File: src/rtl/rom_arb_pkg.sv
// Shared types for the cartridge ROM port arbiter.
// State and owner enums plus the data returned on an aborted access.
package rom_arb_pkg;

  typedef enum logic [1:0] {
    IDLE,
    ISSUE,
    WAIT
  } state_e;

  typedef enum logic {
    OWN_CPU,
    OWN_COP
  } owner_e;

  localparam logic [15:0] Q_TIMEOUT = 16'hFFFF;

endpackage

File: src/rtl/rom_arb_line_cache.sv
// One-entry CPU read cache: word tag, valid bit and 16-bit data.
// A flush in the same cycle as a fill wins, leaving the entry invalid.
module rom_arb_line_cache
  import rom_arb_pkg::*;
#(
  parameter int ADDR_W = 24
) (
  input  logic              clk_i,
  input  logic              rst_i,
  input  logic              flush_i,
  input  logic              fill_i,
  input  logic [ADDR_W-2:0] fill_tag_i,
  input  logic [15:0]       fill_data_i,
  input  logic [ADDR_W-2:0] look_tag_i,
  output logic              hit_o,
  output logic [15:0]       data_o
);

  logic              valid_q;
  logic [ADDR_W-2:0] tag_q;
  logic [15:0]       data_q;

  always_ff @(posedge clk_i or posedge rst_i) begin
    if (rst_i) begin
      valid_q <= 1'b0;
      tag_q   <= '0;
      data_q  <= '0;
    end else begin
      if (fill_i) begin
        valid_q <= 1'b1;
        tag_q   <= fill_tag_i;
        data_q  <= fill_data_i;
      end
      if (flush_i) begin
        valid_q <= 1'b0;
      end
    end
  end

  assign hit_o  = valid_q && (tag_q == look_tag_i);
  assign data_o = data_q;

endmodule

File: src/rtl/rom_port_arbiter.sv
// Shares the cartridge ROM port between CPU and coprocessor fetch paths.
// Define ROM_ARB_CACHE_EN to add a one-entry CPU read cache.
module rom_port_arbiter
  import rom_arb_pkg::*;
#(
  parameter int ADDR_W       = 24,
  parameter int STARVE_LIMIT = 4,
  parameter int TIMEOUT      = 63
) (
  input  logic              mclk,
  input  logic              rst,
  input  logic              cpu_req,
  input  logic [ADDR_W-1:0] cpu_addr,
  input  logic              cpu_word,
  output logic              cpu_ack,
  output logic [15:0]       cpu_q,
  input  logic              cop_req,
  input  logic [ADDR_W-1:0] cop_addr,
  input  logic              cop_word,
  output logic              cop_ack,
  output logic [15:0]       cop_q,
  input  logic              cfg_flush,
  output logic              mem_req,
  output logic [ADDR_W-1:0] mem_addr,
  output logic              mem_word,
  output logic              mem_ce_n,
  output logic              mem_oe_n,
  input  logic              mem_ack,
  input  logic [15:0]       mem_q,
  output logic              timeout
);

  localparam int SW = $clog2(STARVE_LIMIT + 1);
  localparam int CW = $clog2(TIMEOUT + 1);
  localparam logic [SW-1:0] STARVE_MAX = SW'(STARVE_LIMIT);
  localparam logic [CW-1:0] WAIT_LAST  = CW'(TIMEOUT - 1);

  state_e            state_q, state_d;
  owner_e            owner_q, owner_d;
  logic [SW-1:0]     starve_q, starve_d;
  logic [CW-1:0]     wcnt_q, wcnt_d;
  logic [ADDR_W-1:0] addr_q, addr_d;
  logic              word_q, word_d;
  logic              cpu_ack_q, cpu_ack_d;
  logic              cop_ack_q, cop_ack_d;
  logic [15:0]       cpu_q_q, cpu_q_d;
  logic [15:0]       cop_q_q, cop_q_d;
  logic              tmo_q, tmo_d;

  logic        ack_busy;
  logic        cpu_eff;
  logic        cop_eff;
  logic        cop_win;
  logic        cpu_win;
  logic        hit;
  logic [15:0] hit_data;

`ifdef ROM_ARB_CACHE_EN
  logic fill;

  assign fill = (state_q == WAIT) && mem_ack && (owner_q == OWN_CPU);

  rom_arb_line_cache #(
    .ADDR_W(ADDR_W)
  ) u_cache (
    .clk_i      (mclk),
    .rst_i      (rst),
    .flush_i    (cfg_flush),
    .fill_i     (fill),
    .fill_tag_i (addr_q[ADDR_W-1:1]),
    .fill_data_i(mem_q),
    .look_tag_i (cpu_addr[ADDR_W-1:1]),
    .hit_o      (hit),
    .data_o     (hit_data)
  );
`else
  logic unused_flush;

  assign unused_flush = cfg_flush;
  assign hit          = 1'b0;
  assign hit_data     = 16'h0000;
`endif

  // The ack cycle is not a grant slot: a held req then is the finished one.
  assign ack_busy = cpu_ack_q | cop_ack_q;
  assign cpu_eff  = cpu_req && !ack_busy;
  assign cop_eff  = cop_req && !ack_busy;
  assign cop_win  = cop_eff && (!cpu_eff || starve_q == STARVE_MAX);
  assign cpu_win  = cpu_eff && !cop_win;

  always_comb begin
    state_d   = state_q;
    owner_d   = owner_q;
    starve_d  = starve_q;
    wcnt_d    = wcnt_q;
    addr_d    = addr_q;
    word_d    = word_q;
    cpu_q_d   = cpu_q_q;
    cop_q_d   = cop_q_q;
    cpu_ack_d = 1'b0;
    cop_ack_d = 1'b0;
    tmo_d     = 1'b0;
    unique case (state_q)
      IDLE: begin
        if (cop_win) begin
          owner_d  = OWN_COP;
          addr_d   = cop_addr;
          word_d   = cop_word;
          starve_d = '0;
          state_d  = ISSUE;
        end else if (cpu_win && hit) begin
          cpu_ack_d = 1'b1;
          cpu_q_d   = hit_data;
        end else if (cpu_win) begin
          owner_d = OWN_CPU;
          addr_d  = cpu_addr;
          word_d  = cpu_word;
          state_d = ISSUE;
          if (cop_eff && starve_q != STARVE_MAX) begin
            starve_d = starve_q + 1'b1;
          end
        end
      end
      ISSUE: begin
        wcnt_d  = '0;
        state_d = WAIT;
      end
      WAIT: begin
        if (mem_ack) begin
          state_d = IDLE;
          if (owner_q == OWN_CPU) begin
            cpu_ack_d = 1'b1;
            cpu_q_d   = mem_q;
          end else begin
            cop_ack_d = 1'b1;
            cop_q_d   = mem_q;
          end
        end else if (wcnt_q == WAIT_LAST) begin
          state_d = IDLE;
          tmo_d   = 1'b1;
          if (owner_q == OWN_CPU) begin
            cpu_ack_d = 1'b1;
            cpu_q_d   = Q_TIMEOUT;
          end else begin
            cop_ack_d = 1'b1;
            cop_q_d   = Q_TIMEOUT;
          end
        end else begin
          wcnt_d = wcnt_q + 1'b1;
        end
      end
      default: state_d = IDLE;
    endcase
  end

  always_ff @(posedge mclk or posedge rst) begin
    if (rst) begin
      state_q   <= IDLE;
      owner_q   <= OWN_CPU;
      starve_q  <= '0;
      wcnt_q    <= '0;
      addr_q    <= '0;
      word_q    <= 1'b0;
      cpu_ack_q <= 1'b0;
      cop_ack_q <= 1'b0;
      cpu_q_q   <= '0;
      cop_q_q   <= '0;
      tmo_q     <= 1'b0;
    end else begin
      state_q   <= state_d;
      owner_q   <= owner_d;
      starve_q  <= starve_d;
      wcnt_q    <= wcnt_d;
      addr_q    <= addr_d;
      word_q    <= word_d;
      cpu_ack_q <= cpu_ack_d;
      cop_ack_q <= cop_ack_d;
      cpu_q_q   <= cpu_q_d;
      cop_q_q   <= cop_q_d;
      tmo_q     <= tmo_d;
    end
  end

  assign mem_req  = (state_q == ISSUE);
  assign mem_ce_n = !(state_q == ISSUE || state_q == WAIT);
  assign mem_oe_n = !(state_q == ISSUE || state_q == WAIT);
  assign mem_addr = addr_q;
  assign mem_word = word_q;
  assign cpu_ack  = cpu_ack_q;
  assign cop_ack  = cop_ack_q;
  assign cpu_q    = cpu_q_q;
  assign cop_q    = cop_q_q;
  assign timeout  = tmo_q;

endmodule

File: config.mk
export PLATFORM = sky130hd
export DESIGN_NAME = rom_port_arbiter
export DESIGN_NICKNAME = d
export VERILOG_FILES = /design/src/rtl/rom_arb_pkg.sv /design/src/rtl/rom_arb_line_cache.sv /design/src/rtl/rom_port_arbiter.sv
export SDC_FILE = /design/constraint.sdc
export NUM_CORES = 1
export LEC_CHECK = 0
export BUFFER_PORTS_ARGS = -buffer_cell sky130_fd_sc_hd__buf_2
export CORE_MARGIN = 2
export CORE_UTILIZATION = 43
export CTS_CLUSTER_SIZE = 16
export DETAILED_ROUTE_END_ITERATION = 7
export PLACE_DENSITY = 0.76
export SLEW_MARGIN = 0
export SYNTH_ARGS = -nofsm -noshare
export SYNTH_HDL_FRONTEND = slang
export SYNTH_SLANG_ARGS = --single-unit
File: constraint.sdc
create_clock -name mclk -period 1.75 [get_ports mclk]
set_input_delay 0.0875 -clock mclk [delete_from_list [all_inputs] [get_ports mclk]]
set_output_delay 0.0875 -clock mclk [all_outputs]
set_load 0.02 [all_outputs]
==> results.txt <==
- Starting density of the core: 0.439
* Share of flip-flops with an asynchronous set or reset after synthesis: 1.00
* # nets final: 520
- DRC errors left: 0
- FP Rows: 31
- Floorplan die height: 89.6 microns
- After the flow finishes, the layout carries non-filler instances totaling 545.
- In this run the clock root is driven by a sky130_fd_sc_hd__clkbuf_8.
* Leakage power: 2.27 nW
* Status: complete, no violations
* Largest family of logic cells by synthesized area: compound AO/OA/AOI/OAI gates
- Peak ir drop on the vdd network: 0.852 mV
- Across the routed clock network, the largest skew measured is 0.00728 ns.
- In this run, the number of DRC markers left after iteration 0 of detailed routing was 115.
* Area of the placeable core: 7180 sq um
- Of the total synthesized cell area, the portion taken by full adders, half adders and majority gates is 0.0278.
- Before antenna repair, the detailed router went through 4 iterations.
- Of the cells placed in the final design, the portion with a size suffix greater than 1 is 0.415.
- For this design the ratio of total power to cell area is 1710 nW/um^2.
* TritonCTS clock tree: yes
* Synth Flop Type: sky130_fd_sc_hd__dfrtp_1
- Logic depth of the worst register-to-register path: 4
- The final count of hold timing violations was 0.
- After synthesis, the cell types taking the most area are sky130_fd_sc_hd__dfrtp_1 (57%), sky130_fd_sc_hd__o22a_1 (8.9%), sky130_fd_sc_hd__mux2i_1 (7.9%), sky130_fd_sc_hd__nand2_1 (4.5%), sky130_fd_sc_hd__o21ai_0 (4.1%).
* Worst-case setup margin in the final layout: 0.0776 ns
- Post-synth EDFFs: 0
* Overall die width: 89.6 microns
- Number of antenna violations at the first check in global routing: 0
- Across every metal layer, demand over resource in global routing totals 0.208.
- The Yosys step of the flow raised 0 warnings.
- Global-route wire length before repair: 12.9 mm
- Synthesis handed over a netlist of 272 instances.
- The path class of the tightest hold or removal check is in2reg.
- In this run the worst setup path begins at wcnt_q[1]$_DFFE_PP0P_.
* Least-Margin Pin Slew: 0.477 ns
- In this run the most critical hold path is launched from cop_addr[1].
* Relative max-transition margin: 0.682
- Number of library cell types mapped by synthesis: 40
* Yosys top cell area share: 0.572
- STA puts the critical path data arrival time at 1.89 ns.
- Once detail routing completed, the nets flagged for antenna violations numbered 0.
- The longest clock path from root to sink contains 2 buffers.
* DRT Wirelength: 8.47 mm
* Number of CTS-inserted buffers: 9
- Latest clock arrival within the worst-skew pair: 0.34 ns
- During I/O placement, the number of pins put on the boundary was 135.
* Worst slack, placed: -0.00183 ns
- Highest attainable clock frequency: 0.598 GHz
- Clock input transition at the sequential cells of the worst setup and hold paths: 0.08 ns
- Of the available clock period, the critical path in the final layout requires 0.956.
- Post-synthesis cell type with the largest combined area: sky130_fd_sc_hd__dfrtp_1
- After detailed placement, the design holds a cell count of 505.
- Along the worst path, the maximum fanout reaches 3.
- After synthesis the netlist holds a flip-flop and latch count of 72.
* Area fraction in compound gates after synthesis: 0.180
- Of the total synthesized cell area, the portion taken by XOR and XNOR cells is 0.
- Along the worst hold path, the cell count comes to 3.
- Max Cap Violations: 0
* Max Slew Vio Count: 0
- Summing over every cut layer, the via total after detailed routing is 2,755.
- Once detailed placement completed, the half-perimeter wirelength came to 5.43 mm.
- In the routed layout, each cell is associated on average with a via count of 5.06.
- Number of global-route vias before repair: 2,691
- PnR Total Power: 0.00780 W
- Die Footprint: 8020 sq um
- By startpoint and endpoint, the worst setup path is classified as reg2reg.
- Routed wirelength normalized by instance count: 15.5 microns
- Critical path data required time: 1.97 ns
- The startpoint identified for the worst register-to-register timing path is wcnt_q[1]$_DFFE_PP0P_.
* Avg Synthesized Cell Area: 11.6 sq um
- The clock drives 72 sinks.
- At the end of routability-driven placement, the weighted congestion stood at 0.924.
- Synthesis produced a netlist with a net count of 351.
- Setup violations remaining at the end of the flow were counted as 0.
- The cell area that synthesis handed to floorplanning was 3150 sq um.
- Share of synthesized cell area in and, or, nand and nor gates: 0.0922
- Pin count of the biggest net entering global routing: 52
- Remaining global-route overflow: 0
* I/O Buffers: 133
- Signed area change from the synthesized netlist to the final layout: 44.8%
- Of the post-synthesis cell area, the part taken by muxes is 0.0831.
* Antenna cells: 0
* Final standard cell utilization of the core: 0.635
* Setup TNS Final: 0 ns
* Post-route minimum period: 1.67 ns
* Depth of the CTS H-tree: 3
* Critical Path Sink Type: flop
- The worst setup path is launched from a flop.
- Share of the yosys chip area belonging to registers: 0.572
==> kinds of logic (layout without fill, tap and decap cells) <==
family,count (synthesis),count (layout)
AOI/OAI and AO/OA,80,80
adders and majority gates,7,7
buffers and inverters,27,201
DFF,72,72
muxes,26,26
and+or+nand+nor,60,60
==> cell usage after synthesis (2+ instances only) <==
master	number
sky130_fd_sc_hd__a22o_1	2
sky130_fd_sc_hd__clkbuf_1	7
sky130_fd_sc_hd__nand3b_1	2
sky130_fd_sc_hd__o21ai_1	4
sky130_fd_sc_hd__nand3_1	3
sky130_fd_sc_hd__buf_6	2
sky130_fd_sc_hd__inv_1	10
sky130_fd_sc_hd__o21ai_0	26
sky130_fd_sc_hd__buf_4	6
sky130_fd_sc_hd__ha_1	7
sky130_fd_sc_hd__nand2_1	38
sky130_fd_sc_hd__a21oi_1	4
sky130_fd_sc_hd__o22ai_1	2
sky130_fd_sc_hd__nor3_1	3
sky130_fd_sc_hd__o22a_1	32
sky130_fd_sc_hd__dfrtp_1	72
sky130_fd_sc_hd__mux2i_1	25
sky130_fd_sc_hd__a31oi_1	2
sky130_fd_sc_hd__nor2_1	4
==> where the power goes <==
group | switching (W) | internal (W) | leakage [nW]
clock network | 0.000594 | 0.000842 | 0.108
registers | 0.000393 | 0.00238 | 0.866
logic | 0.00216 | 0.00143 | 1.30
total | 0.00315 | 0.00465 | 2.27
==> timing repair <==
item	CTS	global route
setup endpoints to repair	2	31
pin swaps	0	1
resized for setup	2	11
gates cloned	0	3
hold endpoints to repair	104	0
hold buffers	19	0
buffers inserted	0	2
==> worst max-delay path: stages (launching register included) <==
cell and delay (ns):
sky130_fd_sc_hd__dfrtp_1 0.41, sky130_fd_sc_hd__ha_4 0.17, sky130_fd_sc_hd__and2_4 0.17, sky130_fd_sc_hd__or4_4 0.48
sky130_fd_sc_hd__a311o_1 0.33
==> final cells by class <==
class / count / area [sq um]
clock buffer: 13 / 149
clock inverter: 3 / 65.1
fill: 586 / 2620
inverter: 11 / 45.0
multi-input combinational: 173 / 1250
sequential: 72 / 1800
tap: 99 / 124
timing repair buffer: 174 / 1120
==> registers in the layout (all words and copies together), names as in the netlist <==
name	flops
wcnt_q	6
cpu_q	16
cop_ack	1
mem_word	1
starve_q	3
state_q	2
cpu_ack	1
owner_q	1
cop_q	16
mem_addr	24
timeout	1
==> path summary, 6_finish.rpt <==
kind                            slack, ns                       end
worst max-delay path                 0.08     wcnt_q[5]$_DFFE_PP0P_
worst min-delay path                 0.02   mem_addr[1]$_DFFE_PP0P_
worst max register to register       0.08     wcnt_q[5]$_DFFE_PP0P_
worst min register to register       0.48  mem_addr[15]$_DFFE_PP0P_
max in group asynchronous            0.96     wcnt_q[0]$_DFFE_PP0P_
min in group asynchronous            0.43  mem_addr[17]$_DFFE_PP0P_
==> routing by layer <==
layer	GRT usage	up-vias	routed length, microns
met4	0.0855	0	153
met2	0.339	84	4420
met5	0	-	0
met3	0.0388	13	355
li1	-	1312	-
met1	0.274	1346	3540
==> per-stage QoR <==
stage,hold slack [ns],area [sq um]
4_1_cts,0.00617,4430
3_3_place_gp,0.232,4020
6_report,0.0200,4560
3_5_place_dp,0.238,4020
2_1_floorplan,0.158,3150
5_1_grt,0.0124,4560
==> cells in the final DEF, fill, tap and decap left out, drive strengths merged, types with 2 or more instances in the layout <==
master | Yosys | layout
clkbuf | 7 | 15
o22a | 32 | 32
a21oi | 4 | 4
dlygate4sd3 | 0 | 19
o21ai | 31 | 31
a31oi | 2 | 2
buf | 9 | 153
nand3b | 2 | 2
bufinv | 0 | 2
nor3 | 3 | 3
and3 | 2 | 2
nor2 | 4 | 4
nand2 | 38 | 38
dfrtp | 72 | 72
a22o | 2 | 2
nand3 | 4 | 4
o22ai | 2 | 2
ha | 7 | 7
inv | 11 | 10
mux2i | 25 | 25
Power figures use the tool's default switching activity.
